--- src/rtl/control_m.sv ---
// Opcode type shared with the datapath, plus the 8-phase instruction sequencer
// for the accumulator CPU.
package ex_type_pkg;
    typedef enum logic [2:0] {
        HLT = 3'd0,
        SKZ = 3'd1,
        ADD = 3'd2,
        AND = 3'd3,
        XOR = 3'd4,
        LDA = 3'd5,
        STO = 3'd6,
        JMP = 3'd7
    } opcode_e;
endpackage

module control_m
    import ex_type_pkg::*;
(
    input  logic        clk,
    input  logic        rst_,
    input  opcode_e     opcode,
    input  logic        zero,
    output logic [2:0]  phase,
    output logic        sel,
    output logic        rd,
    output logic        ld_ir,
    output logic        halt,
    output logic        inc_pc,
    output logic        ld_ac,
    output logic        ld_pc,
    output logic        wr,
    output logic        data_e
);

    localparam logic [2:0] PhInstAddr  = 3'd0;
    localparam logic [2:0] PhInstFetch = 3'd1;
    localparam logic [2:0] PhInstLoad  = 3'd2;
    localparam logic [2:0] PhIdle      = 3'd3;
    localparam logic [2:0] PhOpAddr    = 3'd4;
    localparam logic [2:0] PhOpFetch   = 3'd5;
    localparam logic [2:0] PhAluOp     = 3'd6;
    localparam logic [2:0] PhStore     = 3'd7;

    logic [2:0] phase_q, phase_d;
    logic       halted_q, halted_d;
    logic       is_hlt, is_skz, is_sto, is_jmp, aluop;

    // Decoded with a case so an unknown opcode falls to the inactive default.
    always_comb begin
        is_hlt = 1'b0;
        is_skz = 1'b0;
        is_sto = 1'b0;
        is_jmp = 1'b0;
        aluop  = 1'b0;
        case (opcode)
            HLT:               is_hlt = 1'b1;
            SKZ:               is_skz = 1'b1;
            STO:               is_sto = 1'b1;
            JMP:               is_jmp = 1'b1;
            ADD, AND, XOR, LDA: aluop = 1'b1;
            default:           ;
        endcase
    end

    always_comb begin
        halted_d = halted_q | ((phase_q == PhOpAddr) & is_hlt);
        phase_d  = halted_d ? PhOpAddr : phase_q + 3'd1;
    end

    always_ff @(posedge clk or negedge rst_) begin
        if (!rst_) begin
            phase_q  <= PhInstAddr;
            halted_q <= 1'b0;
        end else begin
            phase_q  <= phase_d;
            halted_q <= halted_d;
        end
    end

    always_comb begin
        phase  = phase_q;
        sel    = 1'b0;
        rd     = 1'b0;
        ld_ir  = 1'b0;
        halt   = 1'b0;
        inc_pc = 1'b0;
        ld_ac  = 1'b0;
        ld_pc  = 1'b0;
        wr     = 1'b0;
        data_e = 1'b0;
        if (halted_q) begin
            halt = 1'b1;
        end else begin
            case (phase_q)
                PhInstAddr: sel = 1'b1;
                PhInstFetch: begin
                    sel = 1'b1;
                    rd  = 1'b1;
                end
                PhInstLoad, PhIdle: begin
                    sel   = 1'b1;
                    rd    = 1'b1;
                    ld_ir = 1'b1;
                end
                PhOpAddr: begin
                    inc_pc = 1'b1;
                    halt   = is_hlt;
                end
                PhOpFetch: rd = aluop;
                PhAluOp: begin
                    rd     = aluop;
                    inc_pc = is_skz & zero;
                    ld_pc  = is_jmp;
                    data_e = is_sto;
                end
                PhStore: begin
                    rd     = aluop;
                    inc_pc = is_jmp;
                    ld_pc  = is_jmp;
                    ld_ac  = aluop;
                    data_e = is_sto;
                    wr     = is_sto;
                end
                default: ;
            endcase
        end
    end

endmodule

--- config.mk ---
export PLATFORM = sky130hd
export DESIGN_NAME = control_m
export DESIGN_NICKNAME = d
export VERILOG_FILES = /design/src/rtl/control_m.sv
export SDC_FILE = /design/constraint.sdc
export NUM_CORES = 1
export LEC_CHECK = 0
export BUFFER_PORTS_ARGS = -buffer_cell sky130_fd_sc_hd__buf_4
export CAP_MARGIN = 20
export CORE_AREA = 2 2 39 41
export DETAILED_ROUTE_END_ITERATION = 6
export DIE_AREA = 0 0 41 43
export MAX_ROUTING_LAYER = met4
export PLACE_DENSITY = 0.51
export SYNTH_ARGS = -nofsm -noshare
export SYNTH_HDL_FRONTEND = slang
export SYNTH_SLANG_ARGS = --single-unit
export TNS_END_PERCENT = 10
--- constraint.sdc ---
create_clock -name clk -period 1.7 [get_ports clk]
set_input_delay 0.34 -clock clk [delete_from_list [all_inputs] [get_ports clk]]
set_output_delay 0.34 -clock clk [all_outputs]
set_load 0.05 [all_outputs]
==> results.rst <==
.. list-table::
   :header-rows: 1

   * - Metric
     - Value
   * - Outcome
     - complete, but fails checks
   * - Failing checks
     - negative setup slack
   * - Leak
     - 0.000329 uW
   * - Maximum fanout encountered on the critical timing path
     - 3
   * - Clock tree skew after final layout
     - 0.00714 ns
   * - Biggest area consumer among synthesized cells
     - dfrtp_1
   * - Number of remaining DRC errors
     - 0
   * - Top-level I/O count
     - 18
   * - Total routing usage reported by global routing
     - 14.1%
   * - Area of the core
     - 1380 um2
   * - Vias
     - 420
   * - FP Rows
     - 14
   * - Mapped cell area
     - 354 um2
   * - Overall die width
     - 41 um
   * - Number of H-tree levels
     - 1
   * - Number of hold violations in the final report
     - 0
   * - Cell with the most instances after synthesis
     - ha_1
   * - Buffers inserted during post-CTS setup optimization
     - 0
   * - Total count of max-transition violations in the final report
     - 0
   * - Worst Setup Path Type
     - flop to output pin
   * - Initial antenna violation count
     - 0
   * - Detailed-route wire length
     - 1010 um
   * - Final-report setup violation count
     - 9
   * - CTS tree
     - built
   * - Net count, final
     - 88
   * - Number of buffers inserted during clock tree synthesis
     - 3
   * - Synthesized area divided by synthesized cell count
     - 8.23 um2
   * - Cell Pwr Density
     - 489 nW/um2
   * - Chip height
     - 43 um
   * - Top cell type's share of synthesized area
     - 28.3%
   * - Number of flops mapped to enable cells by yosys
     - 0
   * - Most frequently used flop master after synthesis
     - dfrtp_1
   * - Number of DRC violations after detailed-routing iteration 0
     - 4
   * - First-pass GRT wire length
     - 1610 um
   * - Post-layout instance count excluding filler cells
     - 90
   * - Initial standard-cell utilization of the core
     - 25.6%
   * - Series of cell instances along the critical path
     - ha_2 -> or2_4 -> a21oi_4 -> o32ai_4 -> buf_6
   * - Count of placed standard cells including taps
     - 85
   * - Largest net degree at the start of global routing
     - 9
   * - CTS root buf
     - clkbuf_4
   * - Sort of element at the end of the critical path
     - output pin
   * - Setup slack on the worst flop-to-flop path
     - 0.35 ns
   * - Slowest cell on crit path
     - dfrtp_2
   * - Die Footprint
     - 1760 um2
   * - Class of the most critical hold timing path
     - input pin to async pin
   * - Post-Synthesis Net Count
     - 56
   * - Arrival time at the worst endpoint
     - 1.55 ns
   * - Final worst-path cycle share
     - 111%
   * - Largest vdd supply drop
     - 0.311 mV
   * - Routed vias/inst
     - 4.67
   * - Area Overhead vs Synth
     - 131%
   * - Worst-Skew Late Latency
     - 0.23 ns
   * - Total gr overflow
     - 0
   * - Sum of net half-perimeters after detailed placement
     - 843 um
   * - Share of layout cells above drive strength 1
     - 77.0%
   * - Number of different library cells in the post-synthesis netlist
     - 18
   * - Number of input and output port buffers inserted
     - 17
   * - Slew at the pin with the worst max-slew slack
     - 0.242 ns
   * - Final critical path time including I/O delays and setup
     - 1.89 ns
   * - Drt first pass iters
     - 4
   * - Syn Inst Count
     - 43
   * - Top cells by area in the synthesized netlist
     - dfrtp_1 (28%), ha_1 (25%), a21oi_1 (7.1%)
   * - Longest Clk Path Bufs
     - 2
   * - # clock sinks
     - 4
   * - Setup repair after global routing missed its margin
     - true
   * - Via count of the first global-routing pass
     - 415
   * - Register bit total from synthesis
     - 4
   * - Final-layout setup total negative slack
     - -1.34 ns
   * - Count of nets left with antenna violations after detail routing
     - 0
   * - CP peak stage delay
     - 0.42 ns
   * - Clock transition time at the flip-flop clock pins of the worst setup and hold paths
     - 0.04 ns
   * - Timing-limited maximum frequency
     - 0.528 GHz
   * - RD Place Congestion
     - 0.719
   * - Kind of launch point of the worst setup path
     - flop
   * - Max-cap viol count
     - 0
   * - Diodes inserted
     - 0
   * - CP required
     - 1.36 ns
   * - Per-cell routed wire length
     - 11.2 um
   * - Worst max-slew margin expressed relative to the limit
     - 83.8%
   * - Async SR Flop Fraction
     - 100%
   * - Post-synthesis sequential area ratio
     - 28.3%
   * - Post-synth top cells
     - ha_1 (7), a21oi_1 (5), inv_1 (5)
   * - Crit path setup slack, layout
     - -0.194 ns
   * - Warnings from Yosys
     - 0
-- area by class of cell --
type,count,area [um2]
timing repair buffer,28,246
inverter,5,18.8
tap,16,20.0
clock buffer,4,26.3
multi-input combinational,33,402
sequential,4,104
fill,127,567
-- through the flow --
step	setup slack (ns)	power (uW)	util (%)	hold WS [ns]	area [um2]
6_report	-0.194	399	59.0	0.437	817
5_1_grt	-0.261	430	59.0	0.433	817
4_1_cts	-0.212	407	57.9	0.426	801
3_5_place_dp	-0.0972	260	51.1	0.139	707
3_3_place_gp	-0.0642	261	51.1	0.138	707
2_1_floorplan	-0.265	197	-	0.0444	488
-- report_power, final --
group | total (uW) | internal, uW | switching [uW]
clock network | 127 | 88.0 | 38.7
logic | 165 | 69.1 | 95.5
registers | 108 | 102 | 5.69
-- routing by layer --
metal | track usage [%] | vias to the layer above | wire length [um]
met5 | - | - | 0
met4 | 8.00 | 0 | 0
met3 | 1.57 | 0 | 39
met2 | 23.4 | 13 | 575
met1 | 15.0 | 194 | 394
li1 | - | 213 | -
-- critical path: cells and delay by family, from the launching register on --
family	cells	cell delay, ns
AOI/OAI and AO/OA	2	0.29
adders and majority gates	1	0.19
DFF	1	0.42
and+or+nand+nor	1	0.26
buffers and inverters	1	0.16
-- placed cells by master, fill, tap and decap left out, drive strengths merged, types with 2 or more instances in the layout --
master,n
a21oi,5
a31oi,2
buf,27
clkbuf,4
dfrtp,4
ha,7
inv,5
nand2,4
nand4,2
nor2,3
nor4,2
-- timing repair --
action / in CTS / in global routing
hold buffers: 1 / 0
endpoints found under the setup margin: 9 / 9
resized for setup: 15 / 4
pin swaps: 3 / 1
hold endpoints to repair: 4 / 0
-- flip-flops by register name, indices dropped and copies added (netlist names) --
| name | cells |
|---|---|
| phase | 3 |
| halted_q | 1 |
-- logic make-up after synthesis --
| kind of cell | count (synthesis) | synth area share [%] |
|---|---|---|
| buf+inv | 6 | 6.36 |
| flops | 4 | 28.3 |
| xor+xnor | 1 | 2.47 |
| simple gates | 17 | 25.1 |
| compound gates | 8 | 13.1 |
| fa+ha+maj | 7 | 24.7 |
-- worst paths after layout --
path / depth (start not counted) / endpoint / start
worst max-delay path: 5 / rd / phase[0]$_DFF_PN0_
worst min-delay path: 2 / phase[1]$_DFF_PN0_ / rst_
worst max register to register: 7 / phase[0]$_DFF_PN0_ / phase[0]$_DFF_PN0_
worst min register to register: 2 / phase[0]$_DFF_PN0_ / phase[0]$_DFF_PN0_
max in group asynchronous: 2 / phase[2]$_DFF_PN0_ / rst_
min in group clk: 2 / phase[0]$_DFF_PN0_ / phase[0]$_DFF_PN0_
(Power assumes the default switching activity.)
